## src/rtl/sequenciador_multiciclo.sv

```systemverilog
// Multi-cycle control sequencer for the 8-bit datapath.
// Each instruction is stepped through FETCH/DECODE/EXEC/MEM/WB.
// The sequencer waits for the instruction and data memories to report ready.
// It counts retired instructions.
// It traps into FAULT on an undefined opcode or when a memory wait runs too long.
module sequenciador_multiciclo #(
    parameter int unsigned WAIT_MAX = 15
) (
    input  logic       clock,
    input  logic       reset,
    input  logic       start,
    input  logic [7:0] instr,
    input  logic       alu_zero,
    input  logic       imem_ready,
    input  logic       dmem_ready,
    output logic       imem_req,
    output logic       ir_write,
    output logic       pc_write,
    output logic [1:0] pc_src,
    output logic       alu_src,
    output logic       alu_op,
    output logic       reg_write,
    output logic       mem_to_reg,
    output logic       mem_read,
    output logic       mem_write,
    output logic       halted,
    output logic       fault,
    output logic [2:0] state,
    output logic [7:0] retired
);

    typedef enum logic [2:0] {
        ST_IDLE   = 3'd0,
        ST_FETCH  = 3'd1,
        ST_DECODE = 3'd2,
        ST_EXEC   = 3'd3,
        ST_MEM    = 3'd4,
        ST_WB     = 3'd5,
        ST_HALT   = 3'd6,
        ST_FAULT  = 3'd7
    } state_t;

    localparam logic [1:0] PC_NEXT   = 2'b00;
    localparam logic [1:0] PC_BRANCH = 2'b01;
    localparam logic [1:0] PC_JUMP   = 2'b10;

    localparam logic [7:0] WAIT_LIMIT = 8'(WAIT_MAX);

    // Opcode classes: the top two bits select the group.
    // Inside group 11 the low two bits select load/store/jump/halt.
    function automatic logic op_is_beq(input logic [3:0] op);
        return (op[3:2] == 2'b00);
    endfunction

    function automatic logic op_is_undef(input logic [3:0] op);
        return (op[3:2] == 2'b01);
    endfunction

    function automatic logic op_is_alu(input logic [3:0] op);
        return (op[3:2] == 2'b10);
    endfunction

    function automatic logic op_is_load(input logic [3:0] op);
        return (op == 4'b1100);
    endfunction

    function automatic logic op_is_store(input logic [3:0] op);
        return (op == 4'b1101);
    endfunction

    function automatic logic op_is_jump(input logic [3:0] op);
        return (op == 4'b1110);
    endfunction

    function automatic logic op_is_halt(input logic [3:0] op);
        return (op == 4'b1111);
    endfunction

    state_t     state_r;
    state_t     next_state_s;
    logic [3:0] op_reg_r;
    logic [7:0] wait_cnt_r;
    logic [7:0] retired_r;
    logic       halted_r;
    logic       fault_r;
    logic       retire_s;
    logic       wait_expired_s;
    logic       unused_instr_bits_s;

    // The low opcode bits feed the datapath immediate, not the sequencer.
    assign unused_instr_bits_s = ^instr[3:0];

    assign wait_expired_s = (wait_cnt_r == WAIT_LIMIT);

    // Next-state and control decode; ready beats timeout on the same cycle.
    always_comb begin
        next_state_s = state_r;
        retire_s     = 1'b0;
        imem_req     = 1'b0;
        ir_write     = 1'b0;
        pc_write     = 1'b0;
        pc_src       = PC_NEXT;
        alu_src      = 1'b0;
        alu_op       = 1'b0;
        reg_write    = 1'b0;
        mem_to_reg   = 1'b0;
        mem_read     = 1'b0;
        mem_write    = 1'b0;

        case (state_r)
            ST_IDLE: begin
                if (start) begin
                    next_state_s = ST_FETCH;
                end else begin
                    next_state_s = ST_IDLE;
                end
            end

            ST_FETCH: begin
                imem_req = 1'b1;
                if (imem_ready) begin
                    ir_write     = 1'b1;
                    next_state_s = ST_DECODE;
                end else if (wait_expired_s) begin
                    next_state_s = ST_FAULT;
                end else begin
                    next_state_s = ST_FETCH;
                end
            end

            // The instruction register is decoded directly here.
            // Later states use only the latched op_reg.
            ST_DECODE: begin
                if (op_is_halt(instr[7:4])) begin
                    next_state_s = ST_HALT;
                end else if (op_is_jump(instr[7:4])) begin
                    pc_write     = 1'b1;
                    pc_src       = PC_JUMP;
                    retire_s     = 1'b1;
                    next_state_s = ST_FETCH;
                end else if (op_is_undef(instr[7:4])) begin
                    next_state_s = ST_FAULT;
                end else begin
                    next_state_s = ST_EXEC;
                end
            end

            ST_EXEC: begin
                if (op_is_beq(op_reg_r)) begin
                    alu_op       = 1'b1;
                    pc_write     = 1'b1;
                    pc_src       = alu_zero ? PC_BRANCH : PC_NEXT;
                    retire_s     = 1'b1;
                    next_state_s = ST_FETCH;
                end else if (op_is_alu(op_reg_r)) begin
                    alu_src      = 1'b1;
                    alu_op       = 1'b1;
                    next_state_s = ST_WB;
                end else if (op_is_load(op_reg_r) || op_is_store(op_reg_r)) begin
                    alu_src      = 1'b1;
                    next_state_s = ST_MEM;
                end else begin
                    next_state_s = ST_FAULT;
                end
            end

            ST_MEM: begin
                if (op_is_load(op_reg_r)) begin
                    mem_read = 1'b1;
                end else begin
                    mem_write = op_is_store(op_reg_r);
                end
                if (dmem_ready) begin
                    if (op_is_load(op_reg_r)) begin
                        next_state_s = ST_WB;
                    end else if (op_is_store(op_reg_r)) begin
                        pc_write     = 1'b1;
                        pc_src       = PC_NEXT;
                        retire_s     = 1'b1;
                        next_state_s = ST_FETCH;
                    end else begin
                        next_state_s = ST_FAULT;
                    end
                end else if (wait_expired_s) begin
                    next_state_s = ST_FAULT;
                end else begin
                    next_state_s = ST_MEM;
                end
            end

            ST_WB: begin
                reg_write    = 1'b1;
                mem_to_reg   = op_is_load(op_reg_r);
                pc_write     = 1'b1;
                pc_src       = PC_NEXT;
                retire_s     = 1'b1;
                next_state_s = ST_FETCH;
            end

            ST_HALT: begin
                next_state_s = ST_HALT;
            end

            ST_FAULT: begin
                next_state_s = ST_FAULT;
            end

            default: begin
                next_state_s = ST_FAULT;
            end
        endcase
    end

    // State register plus registered HALT/FAULT status flags.
    always_ff @(posedge clock) begin
        if (reset) begin
            state_r  <= ST_IDLE;
            halted_r <= 1'b0;
            fault_r  <= 1'b0;
        end else begin
            state_r  <= next_state_s;
            halted_r <= (next_state_s == ST_HALT);
            fault_r  <= (next_state_s == ST_FAULT);
        end
    end

    // Latch the opcode while in DECODE so EXEC/MEM/WB are immune to IR changes.
    always_ff @(posedge clock) begin
        if (reset) begin
            op_reg_r <= 4'd0;
        end else if (state_r == ST_DECODE) begin
            op_reg_r <= instr[7:4];
        end else begin
            op_reg_r <= op_reg_r;
        end
    end

    // Memory wait counter: restarts on every state change.
    // It counts stalled FETCH/MEM cycles.
    always_ff @(posedge clock) begin
        if (reset) begin
            wait_cnt_r <= 8'd0;
        end else if (next_state_s != state_r) begin
            wait_cnt_r <= 8'd0;
        end else if ((state_r == ST_FETCH) || (state_r == ST_MEM)) begin
            wait_cnt_r <= wait_cnt_r + 8'd1;
        end else begin
            wait_cnt_r <= 8'd0;
        end
    end

    // Retired-instruction counter; wraps naturally from 255 to 0.
    always_ff @(posedge clock) begin
        if (reset) begin
            retired_r <= 8'd0;
        end else if (retire_s) begin
            retired_r <= retired_r + 8'd1;
        end else begin
            retired_r <= retired_r;
        end
    end

    assign state   = state_r;
    assign halted  = halted_r;
    assign fault   = fault_r;
    assign retired = retired_r;

endmodule

```

## config.mk

```make
export PLATFORM = sky130hd
export DESIGN_NAME = sequenciador_multiciclo
export DESIGN_NICKNAME = d
export VERILOG_FILES = /design/src/rtl/sequenciador_multiciclo.sv
export SDC_FILE = /design/constraint.sdc
export NUM_CORES = 1
export LEC_CHECK = 0
export CAP_MARGIN = 20
export CELL_PAD_IN_SITES_DETAIL_PLACEMENT = 1
export CELL_PAD_IN_SITES_GLOBAL_PLACEMENT = 2
export CORE_MARGIN = 8
export CORE_UTILIZATION = 28
export CTS_BUF_LIST = sky130_fd_sc_hd__clkbuf_4 sky130_fd_sc_hd__clkbuf_8 sky130_fd_sc_hd__clkbuf_16
export CTS_CLUSTER_SIZE = 40
export DETAILED_ROUTE_END_ITERATION = 10
export GPL_TIMING_DRIVEN = 0
export PLACE_DENSITY_LB_ADDON = 0.1
export SYNTH_ARGS = -nofsm -noshare
export SYNTH_HDL_FRONTEND = slang
export SYNTH_SLANG_ARGS = --single-unit
```

## constraint.sdc

```tcl
create_clock -name clock -period 4 [get_ports clock]
set_input_delay 0.8 -clock clock [delete_from_list [all_inputs] [get_ports clock]]
set_output_delay 0.8 -clock clock [all_outputs]
set_load 0.01 [all_outputs]
```

After elaboration in Yosys (flattened, before gate mapping)
Index checks and enable logic that the tools add are counted.
- eq/ne operators: 17
- multiplexer cells: 42
- add/sub/neg operators: 2
- bitwise gates (word level): 1
- reductions and logical operators: 5
- operators with widths (kind ; number):
    3-bit 2-to-1 mux ; 9
    1-bit 2-to-1 mux ; 25
    3-bit one-hot mux with 8 select lines ; 1
    3-bit equality test, second input constant ; 6
    8-bit by 1-bit adder with 8-bit output, second input constant ; 2
    4-bit equality test, second input constant ; 4
    2-bit 2-to-1 mux ; 5
    8-bit by 4-bit equality test with 1-bit output, second input constant ; 1
    3-bit by 2-bit equality test with 1-bit output, second input constant ; 2
    1-bit one-hot mux with 4 select lines ; 1
    2-bit one-hot mux with 2 select lines ; 1
    3-bit by 1-bit equality test with 1-bit output, second input constant ; 1
    3-bit zero test ; 1
    3-bit != test ; 1
    3-bit OR reduction ; 1
    2-bit by 1-bit equality test with 1-bit output, second input constant ; 1
    2-bit equality test, second input constant ; 1
    2-bit zero test ; 1
    1-bit logical OR ; 2
    1-bit inverter ; 1
- bits of input ports: 14
- word-level logic and storage cells: 73
- bits in registers: 25

Longest topological paths before layout
- depth in word-level cells: 8
- mapped depth: 7
- mapped depth without buffers: 6

Worst setup path after synthesis
Ideal clock, no wire load.
- path kind: input port to output port
- from: input instr[4]
- to: output pc_write
- data required time: 3200 ps
- arrival: 1580 ps
- setup slack: 1620 ps
- stages: 5
- cells stage by stage: and4b_1 -> o21ai_0 -> o22a_4 -> buf_6 -> inv_2
- longest elaborated chain between the ends: 4
- elaborated cells on any way between the ends: 5
- those cells by class: 2 x eq/ne; 3 x mux
- ends and longest elaborated chain (what ; RTL line ; text):
    start, declared ; 12 ; input logic [7:0] instr,
    4-bit equality test ; 72 ; return (op == 4'b1110);
    1-bit 2-to-1 mux ; 136 ; end else if (op_is_jump(instr[7:4])) begin
    1-bit 2-to-1 mux (*) ; 134 ; if (op_is_halt(instr[7:4])) begin
    1-bit one-hot mux with 4 select lines (*) ; 110 ; case (state_r)
    end, declared ; 18 ; output logic pc_write,
Mark *: on every way between the ends. The rest lies on a longest branch, timed or not.

Worst setup path after layout
Ends and elaborated chain as after synthesis.

==> impl_metrics.toml <==
[floorplanning]
coreArea_um2 = 4629
die-area_um2 = 7123
die_w_um = 84.40
core.rowCount = 25
fp.dieH_um = 84.40
ioPinCount = 38
initial_core_util_pct = 28.30

[grt]
grtUsageTotal_pct = 11.46
antenna_found_initial = 0
grt_max_degree = 14
grt_pass1_vias = 1325
grt_overflow = 0
grt_pass1_wl_um = 6699

[sta]
fin_crit_ns = 3.510
finalSetupTns_ns = 0
setup_violations = 0
worst_hold_slack_ns = 0.4563
rsz0062_at_grt = "false"
slew_viol_final = 0
fmax_ghz = 0.2849
clock-skew-final_ns = 0.004655
hold_viol = 0
worst_pin_slew_ns = 0.5256
relSlewSlack_pct = 64.96
setup_slack_ns = 0.4903
final.period_utilization_pct = 87.74

[clocking]
cts_tree = "built"
htreeDepth = 1
cts_hold_buffers = 0
numCtsBuffers = 3
cts_setup_buffers = 0
cts.sinks = 25
clock_latency_ns = 0.27
root_buffer = "clkbuf_8"
cts.reportedPaths.clkPinSlew_ns = 0.09
cts_resized = 0
cts_buffer_depth = 2

[cells_and_area]
drive_above_1_share_pct = 5.051
antenna_cells = 0
nFillCells = 559
multi_input_area_um2 = 757.0
register_area_um2 = 500.5
area_growth_syn_to_layout_pct = 33.33
nets = 215

[drt]
wl_met3_um = 243
ant_nets = 0
vias = 1280
routed_wirelength_um = 4043
drt_pre_antenna_iters = 4
routedWlPerCell_um = 16.04
met2_length_um = 1996
wl_met1_um = 1757
avgViaCountPerCell = 5.079
routed.top_layer = "met4"
drcViolationCount = 0
first_iter_violations = 36

[placed_design]
pre_cts_slack_ns = 0.4957
routabilityCongestion = 0.7717
io_buffers = 32
dp_hpwl_um = 3154

[critical_path]
cp.arrival_ns = 2.71
path_class = "in2out"
cp-start-kind = "input port"
cp_data_required_time_ns = 3.20
end_kind = "primary output"
crit_fanout = 10

[logic_synthesis]
synth_common_cells = "dfxtp_1 (25), nor2_1 (19), o21ai_0 (17), a21oi_1 (14), nand2_1 (12)"
ys_seq_area_share_pct = 38.20
synth_ff_type = "dfxtp_1"
syn-cell-area_um2 = 1310
syn_inst = 162
syn_nets = 178
yosys_warnings = 0
synth_top_area_share_pct = 38.20
synth.distinct_cells = 42
avgSynthCellArea_um2 = 8.086
ys_top_cells_by_area = "dfxtp_1 (38%), o21ai_0 (6.5%), nor2_1 (5.4%), a21oi_1 (5.3%), nand2_1 (3.4%)"
post-synth-top-count-cell = "dfxtp_1"
synth-seq-cells = 25
synth_enable_flop_cells = 0
synthArstFlopShare_pct = 0
yosysTopAreaCell = "dfxtp_1"

[power]
power_density_nw_per_um2 = 289.7
ir_worst_vdd_mv = 0.1165
p_leak_nw = 0.5816

[run_status]
status = "finished clean"

[hold_path]
min_path_type = "reg2reg"

[run]
maxCapViolCount = 0
## through the flow
step	cells	power (W)	util [%]	cell area, um^2
floorplan	162	0.0003124	-	1310
global placement	248	0.0003496	36.68	1698
detailed placement	248	0.0003515	36.68	1698
CTS	252	0.0005158	37.73	1747
global route	252	0.0005335	37.73	1747
finish	252	0.0005061	37.73	1747
## worst max-delay path: stages
cell             delay (ns)
clkdlybuf4s50_1        0.46
and4b_1                0.33
o21ai_0                0.12
o22a_4                 0.26
buf_6                  0.14
inv_2                  0.06
clkdlybuf4s50_1        0.53
## routing by layer
| layer | global-route usage (%) | vias up |
|---|---|---|
| met3 | 3.512 | 5 |
| met1 | 12.85 | 600 |
| met5 | 0 | - |
| met2 | 19.91 | 25 |
| li1 | - | 650 |
| met4 | 4.045 | 0 |
## cell usage in the layout, fill, tap and decap left out, drive strengths merged, types with 2 or more instances in the layout
| cell | instances |
|---|---|
| clkdlybuf4s50 | 32 |
| dfxtp | 25 |
| nor2 | 19 |
| o21ai | 18 |
| a21oi | 14 |
| nand2 | 12 |
| clkbuf | 9 |
| or3 | 6 |
| inv | 6 |
| and3 | 6 |
| nor3 | 5 |
| nand3 | 5 |
| xnor2 | 5 |
| nand2b | 2 |
| and2 | 2 |
| nor2b | 2 |
| nand4 | 2 |
| mux2i | 2 |
| o22ai | 2 |
| xor2 | 2 |
| and4 | 2 |
| ha | 2 |
| and3b | 2 |
| a31oi | 2 |
## final timing paths
| path | slack, ns | depth (start not counted) | startpoint | to |
|---|---|---|---|---|
| worst max-delay path | 0.49 | 7 | instr[4] | pc_write |
| worst min-delay path | 0.46 | 1 | wait_cnt_r[0]$_SDFF_PP0_ | wait_cnt_r[0]$_SDFF_PP0_ |
| worst max register to register | 2.12 | 6 | state[0]$_SDFF_PP0_ | wait_cnt_r[5]$_SDFF_PP0_ |
| worst min register to register | 0.46 | 1 | wait_cnt_r[0]$_SDFF_PP0_ | wait_cnt_r[0]$_SDFF_PP0_ |
## area by class of cell
type | count | area share (%)
inverter | 6 | 1.289
multi-input combinational | 125 | 43.34
buffer | 6 | 1.719
timing repair buffer | 32 | 18.34
tap | 54 | 3.868
sequential | 25 | 28.65
clock buffer | 4 | 2.794
## flip-flops by register name, summed over array words and instances (netlist names)
signal and cells:
fault 1, halted 1, op_reg_r 4, retired 8
state 3, wait_cnt_r 8
## cell families (layout without fill, tap and decap cells)
group / Yosys count / after routing / share of synthesized area, %
buffers and inverters: 12 / 48 / 4.011
and+or+nand+nor: 72 / 72 / 29.80
muxes: 2 / 2 / 1.528
DFF: 25 / 25 / 38.20
AOI/OAI and AO/OA: 42 / 42 / 19.87
xor gates and xnor gates: 7 / 7 / 4.680
adders and majority gates: 2 / 2 / 1.910
## where the power goes
part	internal, W	switching, W	total [W]
sequential	0.000254	0.00000880	0.000263
combinational	0.0000381	0.0000435	0.0000816
clock	0.0000782	0.0000833	0.000161
Note: power is estimated with default switching activity, not from simulation.
